===== src/rtl/ddr3_para_rd_pkg.sv =====
// Shared constants for the DDR3 parameter reader: MIG command codes, address
// step per 128-bit read command, and the controller state encoding.
package ddr3_para_rd_pkg;

  localparam logic [2:0] CMD_RD = 3'b001;
  localparam logic [2:0] CMD_WR = 3'b000;

  localparam int unsigned ADDR_STEP = 8;

  localparam logic [2:0] LAST_WORD = 3'd7;

  typedef logic [1:0] state_t;

  localparam state_t ST_IDLE  = 2'd0;
  localparam state_t ST_ISSUE = 2'd1;
  localparam state_t ST_DRAIN = 2'd2;
  localparam state_t ST_DONE  = 2'd3;

endpackage


===== src/rtl/ddr3_para_rd_fifo.sv =====
// Synchronous first-word-fall-through beat buffer; dout shows the head entry
// whenever empty is low.
module para_rd_fifo #(
  parameter int unsigned DEPTH = 16,
  parameter int unsigned WIDTH = 128
) (
  input  logic             clk,
  input  logic             rst,
  input  logic             push,
  input  logic [WIDTH-1:0] din,
  input  logic             pop,
  output logic [WIDTH-1:0] dout,
  output logic             empty,
  output logic             full
);

  localparam int unsigned AW = $clog2(DEPTH);

  logic [WIDTH-1:0] mem_q [DEPTH];
  logic [AW:0]      wr_ptr_q, wr_ptr_d;
  logic [AW:0]      rd_ptr_q, rd_ptr_d;
  logic             do_push, do_pop;

  always_comb begin
    empty    = (wr_ptr_q == rd_ptr_q);
    full     = (wr_ptr_q[AW] != rd_ptr_q[AW]) &&
               (wr_ptr_q[AW-1:0] == rd_ptr_q[AW-1:0]);
    do_push  = push && !full;
    do_pop   = pop && !empty;
    wr_ptr_d = wr_ptr_q + {{AW{1'b0}}, do_push};
    rd_ptr_d = rd_ptr_q + {{AW{1'b0}}, do_pop};
    dout     = mem_q[rd_ptr_q[AW-1:0]];
  end

  always_ff @(posedge clk or posedge rst) begin
    if (rst) begin
      wr_ptr_q <= '0;
      rd_ptr_q <= '0;
    end else begin
      wr_ptr_q <= wr_ptr_d;
      rd_ptr_q <= rd_ptr_d;
    end
  end

  always_ff @(posedge clk) begin
    if (do_push) mem_q[wr_ptr_q[AW-1:0]] <= din;
  end

endmodule


===== src/rtl/ddr3_para_rd.sv =====
// Reads rd_len 128-bit beats from MIG starting at rd_start_addr and streams
// them out as 16-bit words, low word first, with credit-based flow control.
module ddr3_para_rd
  import ddr3_para_rd_pkg::*;
#(
  parameter int unsigned ADDR_W     = 28,
  parameter int unsigned LEN_W      = 20,
  parameter int unsigned FIFO_DEPTH = 16
) (
  input  logic              ui_clk,
  input  logic              rst,
  input  logic              init_calib_complete,
  input  logic              app_rdy,
  output logic              app_en,
  output logic [2:0]        app_cmd,
  output logic [ADDR_W-1:0] app_addr,
  input  logic              app_rd_data_valid,
  input  logic [127:0]      app_rd_data,
  input  logic              rd_req,
  input  logic [ADDR_W-1:0] rd_start_addr,
  input  logic [LEN_W-1:0]  rd_len,
  output logic              out_valid,
  input  logic              out_ready,
  output logic [15:0]       out_data,
  output logic              busy,
  output logic              done,
  output logic              err
);

  localparam int unsigned CW = $clog2(FIFO_DEPTH) + 1;

  state_t            state_q, state_d;
  logic [ADDR_W-1:0] addr_q, addr_d;
  logic [LEN_W-1:0]  cmd_left_q, cmd_left_d;
  logic [LEN_W-1:0]  beats_left_q, beats_left_d;
  logic [CW-1:0]     credit_q, credit_d;
  logic              err_q, err_d;
  logic              out_valid_q, out_valid_d;
  logic [15:0]       out_data_q, out_data_d;
  logic [2:0]        word_idx_q, word_idx_d;

  logic              in_job, accept, slot_free;
  logic              fifo_push, fifo_pop, fifo_empty, fifo_full;
  logic [127:0]      fifo_dout;

  para_rd_fifo #(
    .DEPTH (FIFO_DEPTH),
    .WIDTH (128)
  ) u_fifo (
    .clk   (ui_clk),
    .rst   (rst),
    .push  (fifo_push),
    .din   (app_rd_data),
    .pop   (fifo_pop),
    .dout  (fifo_dout),
    .empty (fifo_empty),
    .full  (fifo_full)
  );

  // app_en depends only on registered state, so it cannot drop while app_rdy
  // is low: credit can only rise and cmd_left only falls on acceptance.
  always_comb begin
    in_job    = (state_q == ST_ISSUE) || (state_q == ST_DRAIN);
    app_en    = (state_q == ST_ISSUE) && (cmd_left_q != '0) && (credit_q != '0);
    app_cmd   = app_en ? CMD_RD : CMD_WR;
    app_addr  = addr_q;
    accept    = app_en && app_rdy;
    fifo_push = app_rd_data_valid && in_job && (beats_left_q != '0) && !fifo_full;
    busy      = (state_q != ST_IDLE);
    done      = (state_q == ST_DONE);
    err       = err_q;
    out_valid = out_valid_q;
    out_data  = out_data_q;
  end

  // Words are read straight from the FIFO head; the beat is popped as its
  // last word is loaded, so a stalled consumer holds its credit.
  always_comb begin
    slot_free   = !out_valid_q || out_ready;
    out_valid_d = out_valid_q;
    out_data_d  = out_data_q;
    word_idx_d  = word_idx_q;
    fifo_pop    = 1'b0;
    if (slot_free) begin
      if (!fifo_empty) begin
        out_valid_d = 1'b1;
        out_data_d  = fifo_dout[{word_idx_q, 4'b0000} +: 16];
        if (word_idx_q == LAST_WORD) begin
          fifo_pop   = 1'b1;
          word_idx_d = '0;
        end else begin
          word_idx_d = word_idx_q + 3'd1;
        end
      end else begin
        out_valid_d = 1'b0;
      end
    end
  end

  always_comb begin
    state_d      = state_q;
    addr_d       = addr_q;
    cmd_left_d   = cmd_left_q;
    beats_left_d = beats_left_q;
    err_d        = err_q;
    credit_d     = credit_q - {{(CW-1){1'b0}}, accept} + {{(CW-1){1'b0}}, fifo_pop};
    case (state_q)
      ST_IDLE: begin
        if (app_rd_data_valid) err_d = 1'b1;
        if (rd_req && init_calib_complete) begin
          addr_d       = rd_start_addr;
          cmd_left_d   = rd_len;
          beats_left_d = rd_len;
          state_d      = (rd_len == '0) ? ST_DONE : ST_ISSUE;
        end
      end
      ST_ISSUE: begin
        if (accept) begin
          addr_d     = addr_q + ADDR_W'(ADDR_STEP);
          cmd_left_d = cmd_left_q - LEN_W'(1);
          if (cmd_left_q == LEN_W'(1)) state_d = ST_DRAIN;
        end
      end
      ST_DRAIN: begin
        if ((beats_left_q == '0) && fifo_empty && !out_valid_q) state_d = ST_DONE;
      end
      default: state_d = ST_IDLE;
    endcase
    if (fifo_push) beats_left_d = beats_left_q - LEN_W'(1);
  end

  always_ff @(posedge ui_clk or posedge rst) begin
    if (rst) begin
      state_q      <= ST_IDLE;
      addr_q       <= '0;
      cmd_left_q   <= '0;
      beats_left_q <= '0;
      credit_q     <= CW'(FIFO_DEPTH);
      err_q        <= 1'b0;
      out_valid_q  <= 1'b0;
      out_data_q   <= '0;
      word_idx_q   <= '0;
    end else begin
      state_q      <= state_d;
      addr_q       <= addr_d;
      cmd_left_q   <= cmd_left_d;
      beats_left_q <= beats_left_d;
      credit_q     <= credit_d;
      err_q        <= err_d;
      out_valid_q  <= out_valid_d;
      out_data_q   <= out_data_d;
      word_idx_q   <= word_idx_d;
    end
  end

endmodule


===== config.mk =====
export PLATFORM = sky130hd
export DESIGN_NAME = ddr3_para_rd
export DESIGN_NICKNAME = d
export VERILOG_FILES = /design/src/rtl/ddr3_para_rd_pkg.sv /design/src/rtl/ddr3_para_rd_fifo.sv /design/src/rtl/ddr3_para_rd.sv
export SDC_FILE = /design/constraint.sdc
export NUM_CORES = 2
export LEC_CHECK = 0
export CORE_MARGIN = 2
export CORE_UTILIZATION = 60
export CTS_BUF_LIST = sky130_fd_sc_hd__clkbuf_2
export DETAILED_ROUTE_END_ITERATION = 10
export PLACE_DENSITY_LB_ADDON = 0.12
export SETUP_SLACK_MARGIN = 0.15
export SLEW_MARGIN = 20
export SYNTH_ARGS = -nofsm -noshare
export SYNTH_HDL_FRONTEND = slang
export SYNTH_SLANG_ARGS = --single-unit

===== constraint.sdc =====
create_clock -name ui_clk -period 34.1 [get_ports ui_clk]
set_input_delay 3.41 -clock ui_clk [delete_from_list [all_inputs] [get_ports ui_clk]]
set_output_delay 3.41 -clock ui_clk [all_outputs]
set_load 0.02 [all_outputs]

* Yosys cells after proc, flatten, opt, wreduce, memory -nomap -nowiden *
Memory sizes are Yosys's and may differ from the RTL's.
Index checks and enable logic that the tools add are counted.

operators by class
  muxes and demuxes = 22
  bitwise operators = 1
  reduce and logical (&&, ||, !) cells = 32
  equality and inequality tests = 12
  shift operators = 1
  $add $sub $neg = 8

operators by type and width
  cell                                                   count
  variable part select 128 x 8 -> 16 bit                 1
  2-to-1 mux 20 bit                                      4
  2-to-1 mux 28 bit                                      2
  case mux 28 bit (2 select lines)                       1
  zero test 20 bit                                       2
  case mux 20 bit (2 select lines)                       1
  nonzero test 20 bit                                    2
  subtractor 20 x 1 -> 20 bit (second input constant)    2
  adder 28 x 4 -> 28 bit (second input constant)         1
  equality test 20 x 1 -> 1 bit (second input constant)  1
  adder 5 x 1 -> 5 bit                                   3
  logical AND 1 bit                                      12
  2-to-1 mux 2 bit                                       5
  nonzero test 2 bit                                     4
  2-to-1 mux 1 bit                                       7
  case mux 2 bit (3 select lines)                        1
  AND reduction 2 bit                                    3
  equality test 5 bit                                    1
  nonzero test 5 bit                                     1
  subtractor 5 x 1 -> 5 bit                              1
  equality test 2 bit (second input constant)            2
  equality test 4 bit                                    1
  != test 2 x 1 -> 1 bit (second input constant)         2
  != test 2 bit (second input constant)                  2
  11 further kinds                                       14

word-level totals
  register bits = 106
  memory bits (writable) = 2048
  output and inout bits = 52
  memories kept = 1

memories
  name          words  bits a word  read ports  clocked after memory_dff  wr ports  RTL line                 text
  u_fifo.mem_q  16     128          1           0                         1         ddr3_para_rd_fifo.sv:19  logic [WIDTH-1:0] mem_q [DEPTH];

* Longest topological paths before layout *
  depth after elaboration = 8
  gate-level depth with buffers = 16
  depth with buffers taken out = 15

* Hierarchy *
A second synthesis with hierarchy kept.

second synthesis, totals
  cells, all modules = 4187
  area total of the unflattened synthesis = 85029.0 um^2

modules (own cells, without submodules)
  module        area each (um^2)  times used  cells each
  para_rd_fifo  78436.5           1           3470
  ddr3_para_rd  6592.6            1           717

* Worst setup path before layout *
Ideal clock, no wire load.

  path kind = input to register
  start = in app_rd_data_valid
  end = mem u_fifo.mem_q[3][0], enable pin
  path slack = 16.960 ns
  cell stages on the path = 6
  arrival time = 16.211 ns
  path buffers = 2
  required time = 33.171 ns
  library setup time = 0.929 ns
  cells stage by stage = nand2_1 a21oi_2 nand2_1 buf_4 buf_4 nor4_1

between the ends
  word-level cells in the longest chain between the ends = 6

RTL lines
  element                                 RTL line                 text
  start, declared                         ddr3_para_rd.sv:17       input logic app_rd_data_valid,
  logical AND 1 bit (3 in series)         ddr3_para_rd.sv:68       fifo_push = app_rd_data_valid && in_job && (beats_left_q != '0) && !fifo_full;
  logical AND 1 bit                       ddr3_para_rd_fifo.sv:28  do_push = push && !full;
  2-to-1 mux 1 bit                        ddr3_para_rd_fifo.sv:46  if (do_push) mem_q[wr_ptr_q[AW-1:0]] <= din;
  2-to-1 mux 1 bit (not written as such)  ddr3_para_rd_fifo.sv:46
  end, declared                           ddr3_para_rd_fifo.sv:19

Every way passes these cells.

* Worst setup path in the final report *
  start = reg cmd_left_q[1]
  end = out app_en

between the ends
  word-level cells in the longest chain between the ends = 3

RTL lines
  element                          RTL line             text
  start, declared                  ddr3_para_rd.sv:34   logic [LEN_W-1:0] cmd_left_q, cmd_left_d;
  start signal, assigned           ddr3_para_rd.sv:146  cmd_left_q <= cmd_left_d;
  nonzero test 20 bit              ddr3_para_rd.sv:64   app_en = (state_q == ST_ISSUE) && (cmd_left_q != '0) && (credit_q != '0);
  logical AND 1 bit (2 in series)  ddr3_para_rd.sv:64
  end, declared                    ddr3_para_rd.sv:14   output logic app_en,

Every way passes these cells.

==> impl_metrics.env <==
export IMPL_status="finished, final reports clean"
export IMPL_cts_tree="yes"
export IMPL_synthCells=4191
export IMPL_htree_levels=6
export IMPL_first_pass_iters=6
export IMPL_net_switching_power_mw=2.288
export IMPL_fmax_mhz=130.5
export IMPL_power_share_clock=0.243
export IMPL_rsz0062_at_grt="false"
export IMPL_cts_sinks=2154
export IMPL_p_int_mw=4.599
export IMPL_totalWireLength_mm=212.9
export IMPL_fin_tns_setup_ns=0
export IMPL_avgSynthCellArea_um2=20.14
export IMPL_fin_nets=5043
export IMPL_switching_share=0.3322
export IMPL_first_iter_violations=5301
export IMPL_grt_ovfl_total=0
export IMPL_numCtsBuffers=552
export IMPL_grt_usage=0.3008
export IMPL_combPwrFrac=0.281
export IMPL_area_growth_synth_to_final_pct=10.69
export IMPL_critPathArrivalTime_ns=4.25
export IMPL_path_clk_slew_ns=0.11
export IMPL_ys_ff_latch=2154
export IMPL_antenna_left=0
export IMPL_synthFlopType="edfxtp_1"
export IMPL_hold_viol=0
export IMPL_drv_cap=0
export IMPL_vias=45690
export IMPL_max_slew_margin=0.2075
export IMPL_antenna_found_initial=23
export IMPL_die_y_um=379.1
export IMPL_finalMaxSlewViolations=0
export IMPL_viasPerCell=6.451
export IMPL_wire_per_inst_um=30.07
export IMPL_ir_worst_vdd_uv=46.86
export IMPL_yosysWarnings=0
export IMPL_worst_setup_path_start_kind="flip-flop"
export IMPL_drcViolationCount=0
export IMPL_cts_setup_buffers=0
export IMPL_row_count=137
export IMPL_ys_types=89
export IMPL_synth_cell_area_mm2=0.08443
export IMPL_grt_pass1_wl_mm=308.4
export IMPL_grt_max_degree=129
export IMPL_post_cts_resized=0
export IMPL_skew_ns=0.1619
export IMPL_synth_edf_count=2048
export IMPL_core_area_mm2=0.1395
export IMPL_num_io_pins=235
export IMPL_dpl_instance_area_mm2=0.08875
export IMPL_setup_viol=0
export IMPL_ctsHoldBuffers=0
export IMPL_hold_path_class="reg2reg"
export IMPL_cts_root_buffer="clkbuf_2"
export IMPL_power_density_mw_per_mm2=73.71
export IMPL_fin_crit_ns=7.661
export IMPL_clk_path_buf_depth=4
export IMPL_die_area_mm2=0.1437
export IMPL_min_period_over_period=0.2247
export IMPL_place_detailed_hpwl_mm=115.8
export IMPL_grt_pass1_vias=46180
export IMPL_cp_max_fo=6
export IMPL_tightest_slew_ns=1.189
export IMPL_seq_area_frac_synth=0.7599
export IMPL_cp_end_kind="output pin"
export IMPL_pwr_share_seq=0.476
export IMPL_die_w_um=379.1
export IMPL_worstSkewPairLatency_ns=1.80
export IMPL_initial_utilization=0.6051
export IMPL_drive_gt1_frac=0.2679
export IMPL_path_class="reg2out"
export IMPL_async_reset_ff_frac=0.04921
export IMPL_cellLeakagePower_nw=30.52
export IMPL_final_cell_area_mm2=0.09345
export IMPL_gp_congestion=0.8415
export IMPL_required_ns=30.69
export IMPL_port_buffers=232
[layer usage]
layer  vias to the layer above  share of wire  global-route usage
met5                         -        0.00078                   0
met4                        20          0.022             0.09531
met3                       353          0.097             0.07304
met2                      2502           0.48              0.4711
met1                     23640           0.40              0.4238
li1                      19170              -                   -
[critical path: stages, from the launching register on]
cell             delay (ns)
dfrtp_1                0.40
inv_1                  0.11
ha_1                   0.22
nor3b_1                0.86
a41oi_1                0.35
clkdlybuf4s50_1        0.63
[cell usage in the layout, fill, tap and decap left out, types with 46 or more instances in the layout]
cell             instances
o21ai_0                 83
a22oi_1                 68
clkbuf_2               810
mux2i_1                308
nand3_1                 46
dfrtp_1                 99
nand2_1                111
mux4_2                 390
clkdlybuf4s50_1        232
o22ai_1                 90
nor2_1                  71
edfxtp_1              2048
clkinv_1                76
a21oi_1                108
buf_4                   76
[worst paths after layout]
| path | cells after the start | slack, ns | end | from |
|---|---|---|---|---|
| worst min register to register | 1 | 0.48 | err$_DFFE_PP0P_ | err$_DFFE_PP0P_ |
| min in group asynchronous | 2 | 2.10 | out_data[7]$_DFFE_PP0P_ | rst |
| max in group asynchronous | 3 | 30.71 | beats_left_q[8]$_DFFE_PP0P_ | rst |
| worst min-delay path | 1 | 0.48 | err$_DFFE_PP0P_ | err$_DFFE_PP0P_ |
| worst max register to register | 9 | 28.44 | out_data[13]$_DFFE_PP0P_ | u_fifo.rd_ptr_q[1]$_DFF_PP0_ |
| worst max-delay path | 5 | 26.44 | app_en | cmd_left_q[1]$_DFFE_PP0P_ |
[stage by stage]
step	hold slack, ns	setup WS [ns]	util	power [mW]	instances
after CTS	0.4824	26.24	0.6696	6.932	7075
after global placement	0.4528	26.47	0.6361	5.248	6161
after global routing	0.4997	26.16	0.6697	7.196	7080
after detailed placement	0.4638	26.49	0.6361	5.274	6161
after floorplan	0.4499	16.96	-	4.644	4192
final	0.4766	26.44	0.6697	6.888	7082
[flip-flops by register name, indices dropped and copies added (netlist names)]
register and flops:
out_valid 1, beats_left_q 20, credit_q 5, app_addr 28, u_fifo.wr_ptr_q 5, u_fifo.rd_ptr_q 5, state_q 2, err 1
word_idx_q 3, cmd_left_q 20, out_data 16, u_fifo.mem_q 2048
[power by group through the flow]
stage | logic (mW) | registers [mW] | clock network, mW
finish | 1.93 | 3.28 | 1.67
global placement | 1.92 | 3.33 | 0
CTS | 1.94 | 3.28 | 1.71
global route | 2.05 | 3.30 | 1.85
detailed placement | 1.94 | 3.34 | 0
floorplan | 1.30 | 3.34 | 0
[kinds of logic (layout without fill, tap and decap cells)]
| kind of cell | after synthesis | after routing | share of synthesized area |
|---|---|---|---|
| adder cells (fa/ha/maj) | 21 | 21 | 0.003201 |
| multiplexers | 711 | 711 | 0.1423 |
| XOR/XNOR | 17 | 17 | 0.001764 |
| flip-flops | 2154 | 2154 | 0.7599 |
| AO/OA/AOI/OAI | 619 | 619 | 0.05116 |
| other | 1 | 9 | 0.00004442 |
| AND/OR/NAND/NOR | 404 | 404 | 0.02379 |
| buffers and inverters | 264 | 1271 | 0.01790 |
[cell type report]
type | count | area [µm²]
clock inverters | 104 | 619.3
well taps | 1876 | 2347
fillers | 9545 | 46080
inverters | 35 | 133.9
diodes | 7 | 17.52
clock buffers | 810 | 4054
multi-input cells | 1774 | 18940
flip-flops and latches | 2154 | 64170
repair buffers | 322 | 3164
[cell usage after synthesis (12+ instances only)]
| library cell | n | area [µm²] |
|---|---|---|
| edfxtp_1 | 2048 | 61500 |
| mux4_2 | 390 | 8783 |
| mux2i_1 | 308 | 3083 |
| nand2_1 | 111 | 416.7 |
| a21oi_1 | 108 | 540.5 |
| dfrtp_1 | 105 | 2628 |
| o22ai_1 | 90 | 563.0 |
| nor2_1 | 83 | 311.6 |
| o21ai_0 | 83 | 415.4 |
| clkbuf_1 | 80 | 300.3 |
| a22oi_1 | 68 | 510.5 |
| buf_2 | 58 | 290.3 |
| nor3_1 | 48 | 240.2 |
| buf_4 | 47 | 352.8 |
| nand3_1 | 47 | 235.2 |
| inv_1 | 33 | 123.9 |
| o221ai_1 | 33 | 289.0 |
| buf_6 | 30 | 337.8 |
| o211ai_1 | 29 | 217.7 |
| a22o_1 | 23 | 201.4 |
| a221oi_1 | 21 | 183.9 |
| a2111oi_0 | 20 | 175.2 |
| ha_1 | 20 | 250.2 |
| and3_1 | 16 | 100.1 |
| nand2b_1 | 16 | 100.1 |
| o31ai_1 | 16 | 120.1 |
| a211oi_1 | 15 | 112.6 |
| nor4_1 | 14 | 87.58 |
| mux2_2 | 13 | 146.4 |
| xnor2_1 | 13 | 113.9 |
| a21o_1 | 12 | 90.09 |
| nor2b_1 | 12 | 75.07 |
No activity file was read; power rests on OpenSTA's default activity.
